**config.mk**
```make
export PLATFORM = sky130hd
export DESIGN_NAME = qed_consistency_monitor
export DESIGN_NICKNAME = d
export VERILOG_FILES = /design/src/rtl/qed_consistency_monitor.sv
export SDC_FILE = /design/constraint.sdc
export NUM_CORES = 1
export LEC_CHECK = 0
export ABC_AREA = 1
export ABC_CLOCK_PERIOD_IN_PS = 3700
export BUFFER_PORTS_ARGS = -buffer_cell sky130_fd_sc_hd__buf_2
export CORE_AREA = 2 2 417 419
export DETAILED_ROUTE_END_ITERATION = 16
export DIE_AREA = 0 0 419 421
export PLACE_DENSITY = 0.3
export SETUP_SLACK_MARGIN = 0.1
export SLEW_MARGIN = 20
export SYNTH_ARGS = -nofsm -noshare
export SYNTH_HDL_FRONTEND = slang
export SYNTH_SLANG_ARGS = --single-unit
```
**constraint.sdc**
```tcl
create_clock -name clk -period 3.7 [get_ports clk]
set_input_delay 0.37 -clock clk [delete_from_list [all_inputs] [get_ports clk]]
set_output_delay 0.37 -clock clk [all_outputs]
set_load 0.02 [all_outputs]
```
**src/rtl/qed_consistency_monitor.sv**
```systemverilog
// SQED consistency monitor: balances original/duplicate commit counts and compares
// each original register with its duplicate whenever the counts agree.
module qed_consistency_monitor #(
    parameter int NUM_REGS  = 32,
    parameter int XLEN      = 32,
    parameter int NUM_PORTS = 2,
    parameter int CNT_W     = 16,
    parameter int TIMEOUT   = 50,
    parameter int REG_SEL   = $clog2(NUM_REGS)
) (
    input  logic                          clk,
    input  logic                          rst,
    input  logic                          enable,
    input  logic [NUM_PORTS-1:0]          commit_we,
    input  logic [NUM_PORTS*REG_SEL-1:0]  commit_dst,
    input  logic [NUM_REGS*XLEN-1:0]      regs_flat,
    output logic                          qed_ready,
    output logic                          mismatch,
    output logic                          mismatch_sticky,
    output logic [REG_SEL-1:0]            mismatch_idx,
    output logic [CNT_W-1:0]              num_orig,
    output logic [CNT_W-1:0]              num_dup,
    output logic                          cnt_sat,
    output logic [1:0]                    state
);
    localparam int H     = NUM_REGS / 2;
    localparam int SUM_W = $clog2(NUM_PORTS + 1);
    localparam int TMR_W = $clog2(TIMEOUT + 1);

    localparam logic [1:0] S_IDLE = 2'd0;
    localparam logic [1:0] S_RUN  = 2'd1;
    localparam logic [1:0] S_PASS = 2'd2;
    localparam logic [1:0] S_FAIL = 2'd3;

    localparam logic [CNT_W-1:0]   CNT_MAX  = '1;
    localparam logic [REG_SEL-1:0] H_IDX    = REG_SEL'(H);
    localparam logic [TMR_W-1:0]   TMR_LAST = TMR_W'(TIMEOUT - 1);

    logic [1:0]         state_q, state_d;
    logic [CNT_W-1:0]   num_orig_q, num_orig_d, num_dup_q, num_dup_d;
    logic [TMR_W-1:0]   timer_q, timer_d;
    logic               mismatch_q, mismatch_d, sticky_q, sticky_d, sat_q, sat_d;
    logic [REG_SEL-1:0] idx_q, idx_d;

    logic [SUM_W-1:0]   orig_sum, dup_sum;
    logic [REG_SEL-1:0] dst_p;
    logic               hit;
    logic [REG_SEL-1:0] hit_idx;

    function automatic logic [CNT_W-1:0] sat_add(input logic [CNT_W-1:0] c,
                                                  input logic [SUM_W-1:0] s);
        logic [CNT_W:0] t;
        t = {1'b0, c} + (CNT_W+1)'(s);
        return t[CNT_W] ? CNT_MAX : t[CNT_W-1:0];
    endfunction

    // Register 0 is hard-wired, so writes to it are not commits at all.
    always_comb begin
        orig_sum = '0;
        dup_sum  = '0;
        dst_p    = '0;
        for (int p = 0; p < NUM_PORTS; p++) begin
            dst_p = commit_dst[p*REG_SEL +: REG_SEL];
            if (commit_we[p] && dst_p != '0) begin
                if (dst_p < H_IDX) orig_sum = orig_sum + SUM_W'(1);
                else               dup_sum  = dup_sum + SUM_W'(1);
            end
        end
    end

    assign qed_ready = (state_q == S_RUN) && (num_orig_q == num_dup_q) && !sat_q;

    // Scan downward so the lowest failing index is the one left in hit_idx.
    always_comb begin
        hit     = 1'b0;
        hit_idx = '0;
        for (int i = H - 1; i >= 1; i--) begin
            if (qed_ready &&
                regs_flat[i*XLEN +: XLEN] != regs_flat[(i+H)*XLEN +: XLEN]) begin
                hit     = 1'b1;
                hit_idx = REG_SEL'(i);
            end
        end
    end

    always_comb begin
        state_d    = state_q;
        num_orig_d = num_orig_q;
        num_dup_d  = num_dup_q;
        timer_d    = timer_q;
        mismatch_d = 1'b0;
        sticky_d   = sticky_q;
        idx_d      = idx_q;
        case (state_q)
            S_IDLE: if (enable) state_d = S_RUN;
            S_RUN: begin
                num_orig_d = sat_add(num_orig_q, orig_sum);
                num_dup_d  = sat_add(num_dup_q, dup_sum);
                timer_d    = timer_q + TMR_W'(1);
                if (hit) begin
                    state_d    = S_FAIL;
                    mismatch_d = 1'b1;
                    sticky_d   = 1'b1;
                    idx_d      = hit_idx;
                end else if (timer_q >= TMR_LAST) begin
                    state_d = S_PASS;
                end
            end
            default: ;
        endcase
        sat_d = sat_q || (num_orig_d == CNT_MAX) || (num_dup_d == CNT_MAX);
    end

    always_ff @(posedge clk) begin
        if (rst) begin
            state_q    <= S_IDLE;
            num_orig_q <= '0;
            num_dup_q  <= '0;
            timer_q    <= '0;
            mismatch_q <= 1'b0;
            sticky_q   <= 1'b0;
            idx_q      <= '0;
            sat_q      <= 1'b0;
        end else begin
            state_q    <= state_d;
            num_orig_q <= num_orig_d;
            num_dup_q  <= num_dup_d;
            timer_q    <= timer_d;
            mismatch_q <= mismatch_d;
            sticky_q   <= sticky_d;
            idx_q      <= idx_d;
            sat_q      <= sat_d;
        end
    end

    assign state           = state_q;
    assign num_orig        = num_orig_q;
    assign num_dup         = num_dup_q;
    assign cnt_sat         = sat_q;
    assign mismatch        = mismatch_q;
    assign mismatch_sticky = sticky_q;
    assign mismatch_idx    = idx_q;
endmodule

```
; ---- After elaboration in Yosys (flattened, before gate mapping)
; Index checks and enable logic that the tools add are counted.
; W data, S select, Z words.
[totals]
word_cells = 114
regBits = 48
output_inout_bits = 43
inputBits = 1039
[op_classes]
n_eq_ne = 21
n_reduce_logical = 29
muxes = 47
bitwise_logic = 1
addsub = 5
n_lt_le_gt_ge = 3
[op_table]
columns = operator, n
row1 = $ne A32 B32 Y1, 15
row2 = $mux W5, 14
row3 = $mux W16, 4
row4 = $add A16 B2 Y17, 2
row5 = $eq A16 B16 Y1 const B, 2
row6 = $mux W1, 20
row7 = $logic_and A1 B1 Y1, 19
row8 = $eq A16 B16 Y1, 1
row9 = $mux W2, 7
row10 = $lt A5 B5 Y1 const B, 2
row11 = $reduce_bool A5 Y1, 2
row12 = $add A6 B1 Y6 const B, 1
row13 = $ge A6 B6 Y1 const B, 1
row14 = $add A2 B1 Y2 const B, 2
row15 = $mux W4, 1
row16 = $pmux W2 S2, 1
row17 = $ne A3 B2 Y1 const B, 1
row18 = $reduce_and A3 Y1, 1
row19 = $eq A2 B1 Y1 const B, 1
row20 = $logic_not A2 Y1, 1
row21 = $logic_or A1 B1 Y1, 2
row22 = $ne A2 B2 Y1 const B, 1
row23 = $reduce_and A2 Y1, 1
row24 = $reduce_bool A2 Y1, 1
row25 = other kinds (3), 3

; ---- Logic depth before layout (Yosys ltp)
; Gate-level depths: netlist (run 1).
[logic_depth]
ltp_word = 21
ltp_mapped = 27
ltp_nobuf = 27

; ---- Worst setup path before layout (run 1)
; Ideal clock, no wire load.
[synth_timing]
path_type = input port to flip-flop
from = input commit_dst[1]
to = register sat_q (netlist: cnt_sat)
arrival_ps = 3171
slack_ps = 473
t_required_ps = 3644
setup_time_ps = 56
path_stages = 21
n_path_buf = 0
cell_sequence = nor4_1 nor3b_1 ha_1 nand2_1 nand2_1 ha_1 inv_1 fa_1 inv_1 nand3_1 nor4_2 nand2_1 nor2_2 nand3_2 nor2_4 nor2_1 nor4_1 nand4_1 nand3b_1 nand2_1 inv_1
[synth_via]
elab_chain_len = 12
word_cells_on_any_way = 23
cone_classes = add/sub: 4 / order compare: 1 / eq/ne: 2 / mux: 12 / reduce/logical: 4
[synth_rtl]
columns = item, line
row1 = from (decl), 15  ; input logic [NUM_PORTS*REG_SEL-1:0] commit_dst,
row2 = $lt A5 B5 Y1 or $reduce_bool A5 Y1 (tied branches), "65, 64"
row3 = $mux W1 or $logic_and A1 B1 Y1 (tied branches), "65, 64"
row4 = $mux W1, 64  ; if (commit_we[p] && dst_p != '0) begin
row5 = $add A2 B1 Y2, 65  ; if (dst_p < H_IDX) orig_sum = orig_sum + SUM_W'(1);
row6 = $mux W2, 65
row7 = $mux W2, 64
row8 = $add A16 B2 Y17, 53  ; t = {1'b0, c} + (CNT_W+1)'(s);
row9 = $mux W16, 54  ; return t[CNT_W] ? CNT_MAX : t[CNT_W-1:0];
row10 = $mux W16, 94  ; case (state_q)
row11 = $eq A16 B16 Y1, 111  ; sat_d = sat_q || (num_orig_d == CNT_MAX) || (num_dup_d == CNT_MAX);
row12 = $logic_or A1 B1 Y1, 111
row13 = $logic_or A1 B1 Y1 (*), 111
row14 = to (signal assigned), 132  ; sat_q <= sat_d;
row15 = to (decl), 42  ; logic mismatch_q, mismatch_d, sticky_q, sticky_d, sat_q, sat_d;
; Mark *: on every way between the ends. The rest lies on a longest branch, timed or not.
; A chain may end at the register's enable or synchronous reset.

; ---- Worst setup path after layout (run 1)
[layout_timing]
from = input commit_dst[2]
to = register sat_q (netlist: cnt_sat)
; The elaborated chain is that of the path after synthesis.

==> results of run 1 <==
==> cell usage in the layout (no fill, tap or decap), types with 36 or more instances in the layout <==
cell and instances:
nand2_1 367, inv_1 212, diode_2 58, nor3_1 36, dfxtp_1 47, buf_2 1014, xnor2_1 305, nand4_1 70
buf_4 62, o21ai_0 41, nand3_1 56, xor2_1 73, or2_2 52, nor2_1 185
==> timing repair <==
| item | CTS | global route |
|---|---|---|
| gates cloned | 0 | 0 |
| endpoints found under the setup margin | 1 | 2 |
| pin swaps | 16 | 15 |
| gates resized for setup | 25 | 14 |
| buffers inserted | 2 | 4 |
==> worst max-delay path by stage <==
| stage | from | end | slack, ps | cells past startpoint |
|---|---|---|---|---|
| final | commit_dst[2] | cnt_sat | 330 | 24 |
| after floorplan | commit_dst[1] | cnt_sat | 470 | 21 |
| after CTS | commit_dst[2] | cnt_sat | 80 | 24 |
| after global routing | commit_dst[2] | cnt_sat | 100 | 27 |
| after detailed placement | commit_dst[1] | cnt_sat | -420 | 25 |
| after global placement | commit_dst[1] | cnt_sat | -440 | 25 |
==> registers in the layout, indices dropped and copies added, names as in the netlist <==
register / flops
mismatch_sticky: 1
num_orig: 16
num_dup: 16
mismatch_idx: 4
timer_q: 6
cnt_sat: 1
state: 2
mismatch: 1
==> worst register-to-register path, cell delays in order (launching register included) <==
cell,delay [ps]
dfxtp_1,550
ha_4,200
inv_2,30
fa_2,350
inv_2,90
nand3_4,70
nor4_4,200
nand2_2,130
nor2_4,120
nand3_2,100
nor2_4,200
buf_6,140
nor2_4,40
nor4_2,270
nand4_1,150
nand3b_1,110
nand2_1,50
inv_1,60
==> synth_stat cells, drive strengths merged, types with 4 or more instances <==
library cell,count
nand3,60
o2111ai,5
xor2,73
or2,53
nor3b,5
nand2,372
o21ai,44
a21oi,22
nor4,30
inv,222
clkbuf,5
buf,4
dfxtp,47
ha,9
o31ai,4
nand4,70
nor2,196
xnor2,305
nor3,40
==> logic make-up after synthesis <==
group           Yosys count  synth area share
other cells               1         0.0003915
fa+ha+maj                11           0.01594
simple gates            832            0.3956
buf+inv                 232           0.09223
xor+xnor                378            0.3457
flops                    47           0.09824
compound gates           87           0.05199
==> power groups by stage <==
stage	registers, µW	clock network, µW	logic (µW)
finish	569	553	1820
CTS	568	569	1860
floorplan	606	0	754
detailed placement	580	0	1840
global route	573	590	2020
global placement	578	0	1840
==> final cells by class <==
| class | count | area share |
|---|---|---|
| Multi-Input combinational cell | 1309 | 0.4255 |
| Timing Repair Buffer | 1084 | 0.3048 |
| Tap cell | 2325 | 0.1567 |
| Sequential cell | 47 | 0.05070 |
| Inverter | 223 | 0.04537 |
| Antenna cell | 58 | 0.007820 |
| Clock buffer | 5 | 0.006742 |
| Clock inverter | 3 | 0.002360 |
==> layer usage <==
layer | global-route usage | share of wire | wire length (µm) | vias up
met1 | 0.1388 | 0.37 | 43410 | 6651
li1 | - | - | - | 7235
met2 | 0.2278 | 0.48 | 56870 | 880
met4 | 0.02485 | 0.032 | 3825 | 84
met5 | 0 | 0.0046 | 545 | -
met3 | 0.05655 | 0.11 | 13120 | 301
==> per-stage QoR <==
| step | area (µm²) | instances | setup TNS, ps | utilization |
|---|---|---|---|---|
| after floorplan | 9578 | 1588 | 0 | - |
| after global placement | 18030 | 4982 | -743.2 | 0.1045 |
| after detailed placement | 18030 | 4982 | -642.9 | 0.1045 |
| after CTS | 18330 | 4992 | 0 | 0.1063 |
| after global routing | 18480 | 5021 | 0 | 0.1071 |
| final | 18560 | 5054 | 0 | 0.1076 |
==> key figures, run 1 <==
Synthesis
  • Sequential area share after synthesis: 0.09824
  • YS warnings: 0
  • #FFs+latches synth: 47
  • Post-synth EDFFs: 0
  • Distinct cell type count after synthesis: 47
  • Post-Syn Area: 9578 µm²
  • Main synth FF type: dfxtp_1
  • Post-Syn Area per Cell: 6.031 µm²
  • Post-Syn Nets: 2638
  • Post-synthesis cell count: 1588
  • Area leader, netlist: xnor2_1
  • Post-synth ARST share: 0
  • Synth top area share: 0.2789
  • Top cells by area in the synthesized netlist: xnor2_1, nand2_1, dfxtp_1, inv_1, nor2_1

STA
  • Slew margin rel.: 0.6042
  • Final hold violation count: 0
  • Fin crit period: 3369 ps
  • Worst Hold Slack: 444.3 ps
  • Fmax: 0.2968 GHz
  • Worst Tran Pin Value: 590.1 ps
  • Max Clock Skew: 10.14 ps
  • RSZ-0062 raised after global routing: true
  • PnR worst setup slack: 330.8 ps
  • Period utilization: 0.9106
  • Slew Limit Fails: 0
  • Final setup vio count: 0

Power
  • Switching portion of total power: 0.4145
  • P_int: 1725 µW
  • Logic pwr share: 0.619
  • Max IR drop VDD: 146.1 µV
  • Net Switching: 1221 µW
  • Seq pwr share: 0.193
  • Total chip power: 2947 µW
  • Clock power frac: 0.188
  • Leakage: 0.008698 µW
  • Pwr Density: 158.8 nW/µm²

Critical path
  • RR Endpoint: cnt_sat
  • Reg2reg start: num_orig[0]
  • Critical path fanouts, max: 5
  • Worst Setup End Kind: flop
  • CP peak stage delay: 350 ps
  • Worst Setup Start Kind: input pin
  • CP max-delay cell: fa_2
  • Worst path required time: 3960 ps
  • Top delay family on crit path: simple AND/OR/NAND/NOR gates
  • Buffers & Inverters on Critical Path: 6
  • Worst-path cell chain: buf_6 -> nor4_4 -> nor3b_2 -> ha_1 -> nand2_1 -> nand2_2 -> buf_12 -> ha_4 -> inv_2 -> fa_2 -> inv_2 -> nand3_4 -> nor4_4 -> nand2_2 -> nor2_4 -> nand3_2 -> nor2_4 -> buf_6 -> nor2_4 -> nor4_2 -> nand4_1 -> nand3b_1 -> nand2_1 -> inv_1
  • R2R setup slack: 790 ps
  • Most common cell on crit path: nor2_4
  • Crit path kind: input pin to flop
  • Critical path data arrival time: 3630 ps
  • Cells on worst reg2reg path: 17

Clock tree
  • Worst-Skew Late Latency: 310 ps
  • Clock sink count: 47
  • Clk slew on worst S/H paths: 80 ps
  • Buffer depth of the longest clock path: 2
  • Root buf cell: clkbuf_16
  • CTS tree: built
  • CTS Buf Count: 5
  • Hold buffer count at CTS: 0
  • CTS H-tree depth: 2

Placed design
  • IO Port Bufs: 1016
  • Gpl congestion: 0.9409
  • Detailed placement HPWL: 113100 µm
  • Setup WS pre-CTS: -419.5 ps

Job
  • Max Cap Violations: 0

Routing
  • Initial DRC count: 909
  • DR vias: 15151
  • Vias per cell: 2.998
  • Final wirelength: 117800 µm
  • 1st-pass router iterations: 5
  • Residual DRC: 0
  • Routed Antenna Nets: 0
  • WL per Instance: 23.30 µm

Min path
  • Hold path depth: 5
  • Hold WC Path Type: input pin to flop
  • Min-Delay Endpoint: state[0]
  • Min-delay src: enable

Layout
  • Share of layout cells above drive strength 1: 0.4463
  • # nets final: 3720
  • FF+latch area: 940.9 µm²
  • Synth-to-layout area growth: 93.77%
  • Filler instances: 20486
  • Multi-input logic area: 7896 µm²

GRT
  • First-pass GRT wire length: 146200 µm
  • Antenna violations before repair: 218
  • Total GRT Usage: 0.1278
  • Vias in the first global route: 14630
  • Largest net degree at the start of global routing: 39
  • Total gr overflow: 0

Floorplanning
  • Initial core utilization: 0.05553
  • Row count: 153
  • # IOs: 1082
  • Die footprint: 176400 µm²
  • Die Wd: 419 µm
  • Core box area: 172500 µm²
  • Die Height: 421 µm

Outcome
  • Outcome: completed
Note: power is estimated with default switching activity, not from simulation.
==> run 2: changes to the inputs <==
--- a/config.mk
+++ b/config.mk
@@ -8,9 +8,9 @@
 export ABC_AREA = 1
 export ABC_CLOCK_PERIOD_IN_PS = 3700
 export BUFFER_PORTS_ARGS = -buffer_cell sky130_fd_sc_hd__buf_2
-export CORE_AREA = 2 2 417 419
+export CORE_AREA = 2 2 424 426
 export DETAILED_ROUTE_END_ITERATION = 16
-export DIE_AREA = 0 0 419 421
+export DIE_AREA = 0 0 426 428
 export PLACE_DENSITY = 0.3
 export SETUP_SLACK_MARGIN = 0.1
 export SLEW_MARGIN = 20
==> run 2 against run 1 <==
Critical path depth is 2 lower. Clock power is 9.2% lower. Cell area is 0.13% higher. Wire length is 4.2% higher. Die area is 3.4% higher. First-iteration DRC count is 18% lower. Via count is 0.71% higher. Maximum frequency is 1.1% lower. Non-clock buffer count is 3 lower. Global-route usage is 0.076 points higher.
==> key figures, run 2 (same netlist as run 1, synthesis figures left out) <==
Critical path
  • Critical path data arrival time: 3660 ps
  • Crit path depth: 22
  • Reg2reg start: num_dup[1]
  • Crit path kind: input pin to flop
  • Top delay family on crit path: simple AND/OR/NAND/NOR gates
  • Critical path fanouts, max: 2
  • Worst Setup Start Kind: input pin
  • R2R setup slack: 860 ps
  • Buffers & Inverters on Critical Path: 7
  • CP peak stage delay: 430 ps
  • Worst-path cell chain: buf_6 -> nor4_4 -> nor3b_2 -> ha_1 -> nand2_1 -> nand2_2 -> buf_12 -> ha_4 -> inv_2 -> fa_2 -> inv_2 -> nand3_4 -> buf_4 -> nor2_1 -> nand3_1 -> o311ai_0 -> inv_1 -> nor3_2 -> nand4_1 -> nand3b_1 -> nand2_1 -> inv_1
  • Worst Setup End Kind: flop
  • Worst path required time: 3950 ps
  • CP max-delay cell: o311ai_0
  • RR Endpoint: cnt_sat
  • Cells on worst reg2reg path: 17

Job
  • Max Cap Violations: 0

Floorplanning
  • Core box area: 177600 µm²
  • Die footprint: 182300 µm²
  • Initial core utilization: 0.05392
  • Die Wd: 426 µm
  • # IOs: 1082
  • Die Height: 428 µm
  • Row count: 155

Routing
  • Routed Antenna Nets: 0
  • Final wirelength: 122800 µm
  • Initial DRC count: 749
  • Vias per cell: 3.005
  • 1st-pass router iterations: 5
  • DR vias: 15259
  • WL per Instance: 24.18 µm
  • Residual DRC: 0

Layout
  • Commonest non-fill, non-tap cell in the layout: buf_2
  • Synth-to-layout area growth: 94.02%
  • Cell area after layout: 18580 µm²
  • Share of layout cells above drive strength 1: 0.4468
  • Commonest cells after routing, fill and taps aside: buf_2, nand2_1, xnor2_1
  • Util after Layout: 0.1046
  • # nets final: 3717
  • Final std cells w/o fill: 5078

Clock tree
  • Buffer depth of the longest clock path: 2
  • Worst-Skew Late Latency: 310 ps
  • CTS H-tree depth: 2
  • Hold buffer count at CTS: 0
  • Clk slew on worst S/H paths: 80 ps
  • Clock sink count: 47
  • Root buf cell: clkbuf_16
  • CTS tree: built
  • CTS Buf Count: 5

STA
  • Final setup vio count: 0
  • Worst Tran Pin Value: 785.4 ps
  • Fin Setup TNS: 0 ps
  • Fmax: 0.2935 GHz
  • Fin crit period: 3408 ps
  • Final hold violation count: 0
  • Period utilization: 0.9210
  • PnR worst setup slack: 292.4 ps
  • RSZ-0062 raised after global routing: true
  • Slew Limit Fails: 0
  • Max Clock Skew: 9.113 ps
  • Slew margin rel.: 0.4709

Placed design
  • Gpl congestion: 1.045
  • Setup WS pre-CTS: -415.2 ps
  • Detailed placement HPWL: 118000 µm
  • IO Port Bufs: 1016
  • Placement Cell Area: 18050 µm²
  • Inst Count DP: 5009

GRT
  • Antenna violations before repair: 260
  • First-pass GRT wire length: 150900 µm
  • Largest net degree at the start of global routing: 39
  • Total GRT Usage: 0.1286
  • Total gr overflow: 0
  • Vias in the first global route: 14646

Power
  • Switching portion of total power: 0.4153
  • Seq pwr share: 0.198
  • Leakage: 0.008672 µW
  • Clock power frac: 0.177
  • Pwr Density: 152.5 nW/µm²
  • Max IR drop VDD: 172.1 µV
  • Net Switching: 1177 µW
  • P_int: 1657 µW
  • Logic pwr share: 0.625

Min path
  • Min-Delay Endpoint: mismatch_sticky
  • Hold path depth: 2
  • Min-delay src: mismatch_sticky
  • Hold WC Path Type: flop to flop

Outcome
  • Outcome: completed
==> run 2: area by class of cell <==
class / instances / area [µm²]
fill: 21152 / 159100
multi-input combinational: 1309 / 7921
timing repair buffer: 1081 / 5642
tap: 2355 / 2947
sequential: 47 / 940.9
inverter: 223 / 842.1
antenna: 55 / 137.6
clock buffer: 5 / 125.1
clock inverter: 3 / 27.53
==> run 2: power groups by stage <==
stage / logic, µW / registers [µW] / clock network (µW)
global route: 1970 / 566 / 536
CTS: 1820 / 561 / 523
finish: 1770 / 561 / 502
floorplan: 754 / 606 / 0
global placement: 1790 / 572 / 0
detailed placement: 1810 / 572 / 0
==> run 2: worst max-delay path by stage <==
stage | from | to
finish | commit_dst[2] | cnt_sat
CTS | commit_dst[2] | cnt_sat
global placement | commit_dst[1] | cnt_sat
global route | commit_dst[2] | cnt_sat
floorplan | commit_dst[1] | cnt_sat
detailed placement | commit_dst[1] | cnt_sat
==> run 2: what timing repair did <==
item / in CTS / in global routing
pin swaps: 14 / 20
endpoints found under the setup margin: 1 / 2
gates resized for setup: 24 / 22
setup buffers: 3 / 3
==> run 2: per-stage QoR <==
stage,hold WS (ps),power (µW)
after global placement,441.1,2366
after global routing,489.3,3076
after floorplan,487.1,1360
after CTS,469.9,2905
after detailed placement,450.4,2377
final,465.8,2834
==> run 2: routing by layer <==
layer  global-route usage  vias to the layer above  part of all wire
li1                     -                     7232                 -
met1               0.1351                     6614              0.36
met2               0.2301                      963              0.49
met3              0.06844                      338              0.13
met4              0.01605                      112             0.019
met5                    0                        -            0.0059
==> run 2: tightest hold or removal path: cells and delay by family, from the launching register on <==
kind,cells,cell delay (ps)
flip-flops,1,340
AND/OR/NAND/NOR,1,50
AO/OA/AOI/OAI,1,50
==> run 3: changes to the inputs <==
--- a/config.mk
+++ b/config.mk
@@ -6,12 +6,11 @@
 export NUM_CORES = 1
 export LEC_CHECK = 0
 export ABC_AREA = 1
-export ABC_CLOCK_PERIOD_IN_PS = 3700
+export ABC_CLOCK_PERIOD_IN_PS = 3900
 export BUFFER_PORTS_ARGS = -buffer_cell sky130_fd_sc_hd__buf_2
 export CORE_AREA = 2 2 424 426
 export DETAILED_ROUTE_END_ITERATION = 16
 export DIE_AREA = 0 0 426 428
-export PLACE_DENSITY = 0.3
 export SETUP_SLACK_MARGIN = 0.1
 export SLEW_MARGIN = 20
 export SYNTH_ARGS = -nofsm -noshare
==> constraint.sdc (replaced) <==
create_clock -name clk -period 3.9 [get_ports clk]
set_input_delay 0.39 -clock clk [delete_from_list [all_inputs] [get_ports clk]]
set_output_delay 0.39 -clock clk [all_outputs]
set_load 0.02 [all_outputs]
==> run 3 against run 2 <==
Critical path depth is 1 higher. Hold slack improved by 8.2 ps. First-iteration DRC count up 100%. Total power decreased by 8.3%. Clock skew down 3.2 ps. Flip-flop and latch count unchanged. Count of clock-buffer cells in the layout grew 2. Sequential share of layout area up 0.12 points. Cell count hardly changed. Combinational power is 7% lower. Register-to-register slack about the same.
==> key figures, run 3 (same netlist as run 1, synthesis figures left out) <==
Outcome
  • Outcome: completed

STA
  • Fin Setup TNS: 0 ps
  • Slew Limit Fails: 0
  • RSZ-0062 raised after global routing: false
  • Final hold violation count: 0
  • Period utilization: 0.9127
  • Slew margin rel.: 0.4931
  • Fmax: 0.2809 GHz
  • Max Clock Skew: 5.881 ps
  • Worst Tran Pin Value: 753.4 ps
  • Fin crit period: 3560 ps
  • Final setup vio count: 0

Clock tree
  • Worst-Skew Late Latency: 290 ps
  • CTS Buf Count: 5
  • Buffer depth of the longest clock path: 2
  • CTS tree: built
  • Clock sink count: 47
  • CTS H-tree depth: 2
  • Clk slew on worst S/H paths: 60 ps
  • Root buf cell: clkbuf_16

Routing
  • WL per Instance: 29.05 µm
  • Final wirelength: 147600 µm
  • Initial DRC count: 1499
  • Vias per cell: 3.166
  • 1st-pass router iterations: 7
  • Routed Antenna Nets: 0
  • DR vias: 16086
  • Residual DRC: 0

Power
  • Leakage: 0.008399 µW
  • Max IR drop VDD: 203.2 µV
  • Pwr Density: 143.2 nW/µm²

Critical path
  • R2R setup slack: 860 ps
  • Worst Setup SP: commit_dst[1]
  • Reg2reg start: num_orig[0]
  • Worst Setup Start Kind: input pin
  • Worst path required time: 4140 ps
  • Crit path kind: input pin to flop
  • Critical path data arrival time: 3800 ps
  • Worst Setup End Kind: flop
  • RR Endpoint: cnt_sat
  • Cells on worst reg2reg path: 17
  • Critical path fanouts, max: 6
  • Critical path destination: cnt_sat

Placed design
  • Gpl congestion: 1.168
  • Detailed placement HPWL: 142500 µm
  • IO Port Bufs: 1016

Floorplanning
  • Die footprint: 182300 µm²
  • # IOs: 1082
  • Core box area: 177600 µm²
  • Die Wd: 426 µm
  • Die Height: 428 µm
  • Row count: 155
  • Initial core utilization: 0.05392

Job
  • Max Cap Violations: 0

GRT
  • Total gr overflow: 0
  • Largest net degree at the start of global routing: 40
  • Antenna violations before repair: 410
  • Vias in the first global route: 14358
  • Total GRT Usage: 0.1544
  • First-pass GRT wire length: 175200 µm

Layout
  • Commonest non-fill, non-tap cell in the layout: buf_2
  • Synth-to-layout area growth: 89.41%
  • # nets final: 3667
  • Filler instances: 21274
  • Util after Layout: 0.1021
  • Commonest cells after routing, fill and taps aside: buf_2, nand2_1, xnor2_1
  • Share of layout cells above drive strength 1: 0.4286

Min path
  • Hold WC Path Type: flop to flop
[run 3: changes by cell type in the layout (fill, tap and decap cells not counted), moves of 4 or more]
cell	before	now
inv_2	9	5
diode_2	55	108
buf_6	7	0
buf_4	57	15
inv_1	212	216
[run 3: how the worst min path moves through the flow]
stage,from,endpoint,slack (ps),depth (start not counted)
floorplan,timer_q[5],timer_q[5],490,2
global placement,mismatch_sticky,mismatch_sticky,460,2
detailed placement,mismatch_sticky,mismatch_sticky,460,2
CTS,mismatch_sticky,mismatch_sticky,470,2
global route,mismatch_idx[1],mismatch_idx[1],520,2
finish,mismatch_sticky,mismatch_sticky,470,2
[run 3: timing repair]
action,CTS,global route
endpoints found under the hold margin,0,0
setup endpoints to repair,0,1
hold buffers,0,0
gates resized for setup,0,10
buffers inserted,0,3
[run 3: routing by layer]
metal,GRT usage,part of all wire
met3,0.09240,0.16
met5,0,0.0086
met2,0.2589,0.46
met1,0.1573,0.33
met4,0.05445,0.049
[run 3: power breakdown]
part / internal [µW] / switching (µW)
Combinational: 785 / 851
Clock: 238 / 186
Sequential: 512 / 26.2
Total: 1530 / 1060
[run 3: critical path, cell delays in order]
cell and delay, ps:
buf_2 110, nor4_4 270, nor3b_2 90, ha_1 270, nand2_1 50, nand2_1 70, ha_2 170, inv_1 60
fa_2 360, inv_1 90, nand3_2 100, nor4_4 300, nand2_1 140, nor2_2 180, nand3_2 110, nor2_4 210
buf_4 140, nor2_1 40, nor4_1 270, nand4_1 140, nand3b_1 110, nand2_1 50, inv_1 50
[run 3: final cells by class]
type                       count  area (µm²)  area share
clock inverter                 1       5.005   0.0002759
clock buffer                   7       132.6    0.007311
antenna                      108       270.3     0.01490
timing repair buffer        1031        5197      0.2865
tap                         2355        2947      0.1624
multi-input combinational   1309        7809      0.4304
inverter                     223       839.6     0.04628
sequential                    47       940.9     0.05187
[run 3: through the flow]
step / setup slack [ps] / instance area (µm²) / power [µW] / cells / hold slack [ps]
floorplan: 652.8 / 9578 / 1290 / 1588 / 487.1
global placement: 170.0 / 17660 / 2175 / 4962 / 458.0
detailed placement: 76.08 / 17660 / 2181 / 4962 / 459.8
CTS: 366.9 / 17790 / 2603 / 4970 / 474.2
global route: 72.16 / 18020 / 2790 / 5033 / 523.1
finish: 340.4 / 18140 / 2598 / 5081 / 474.0
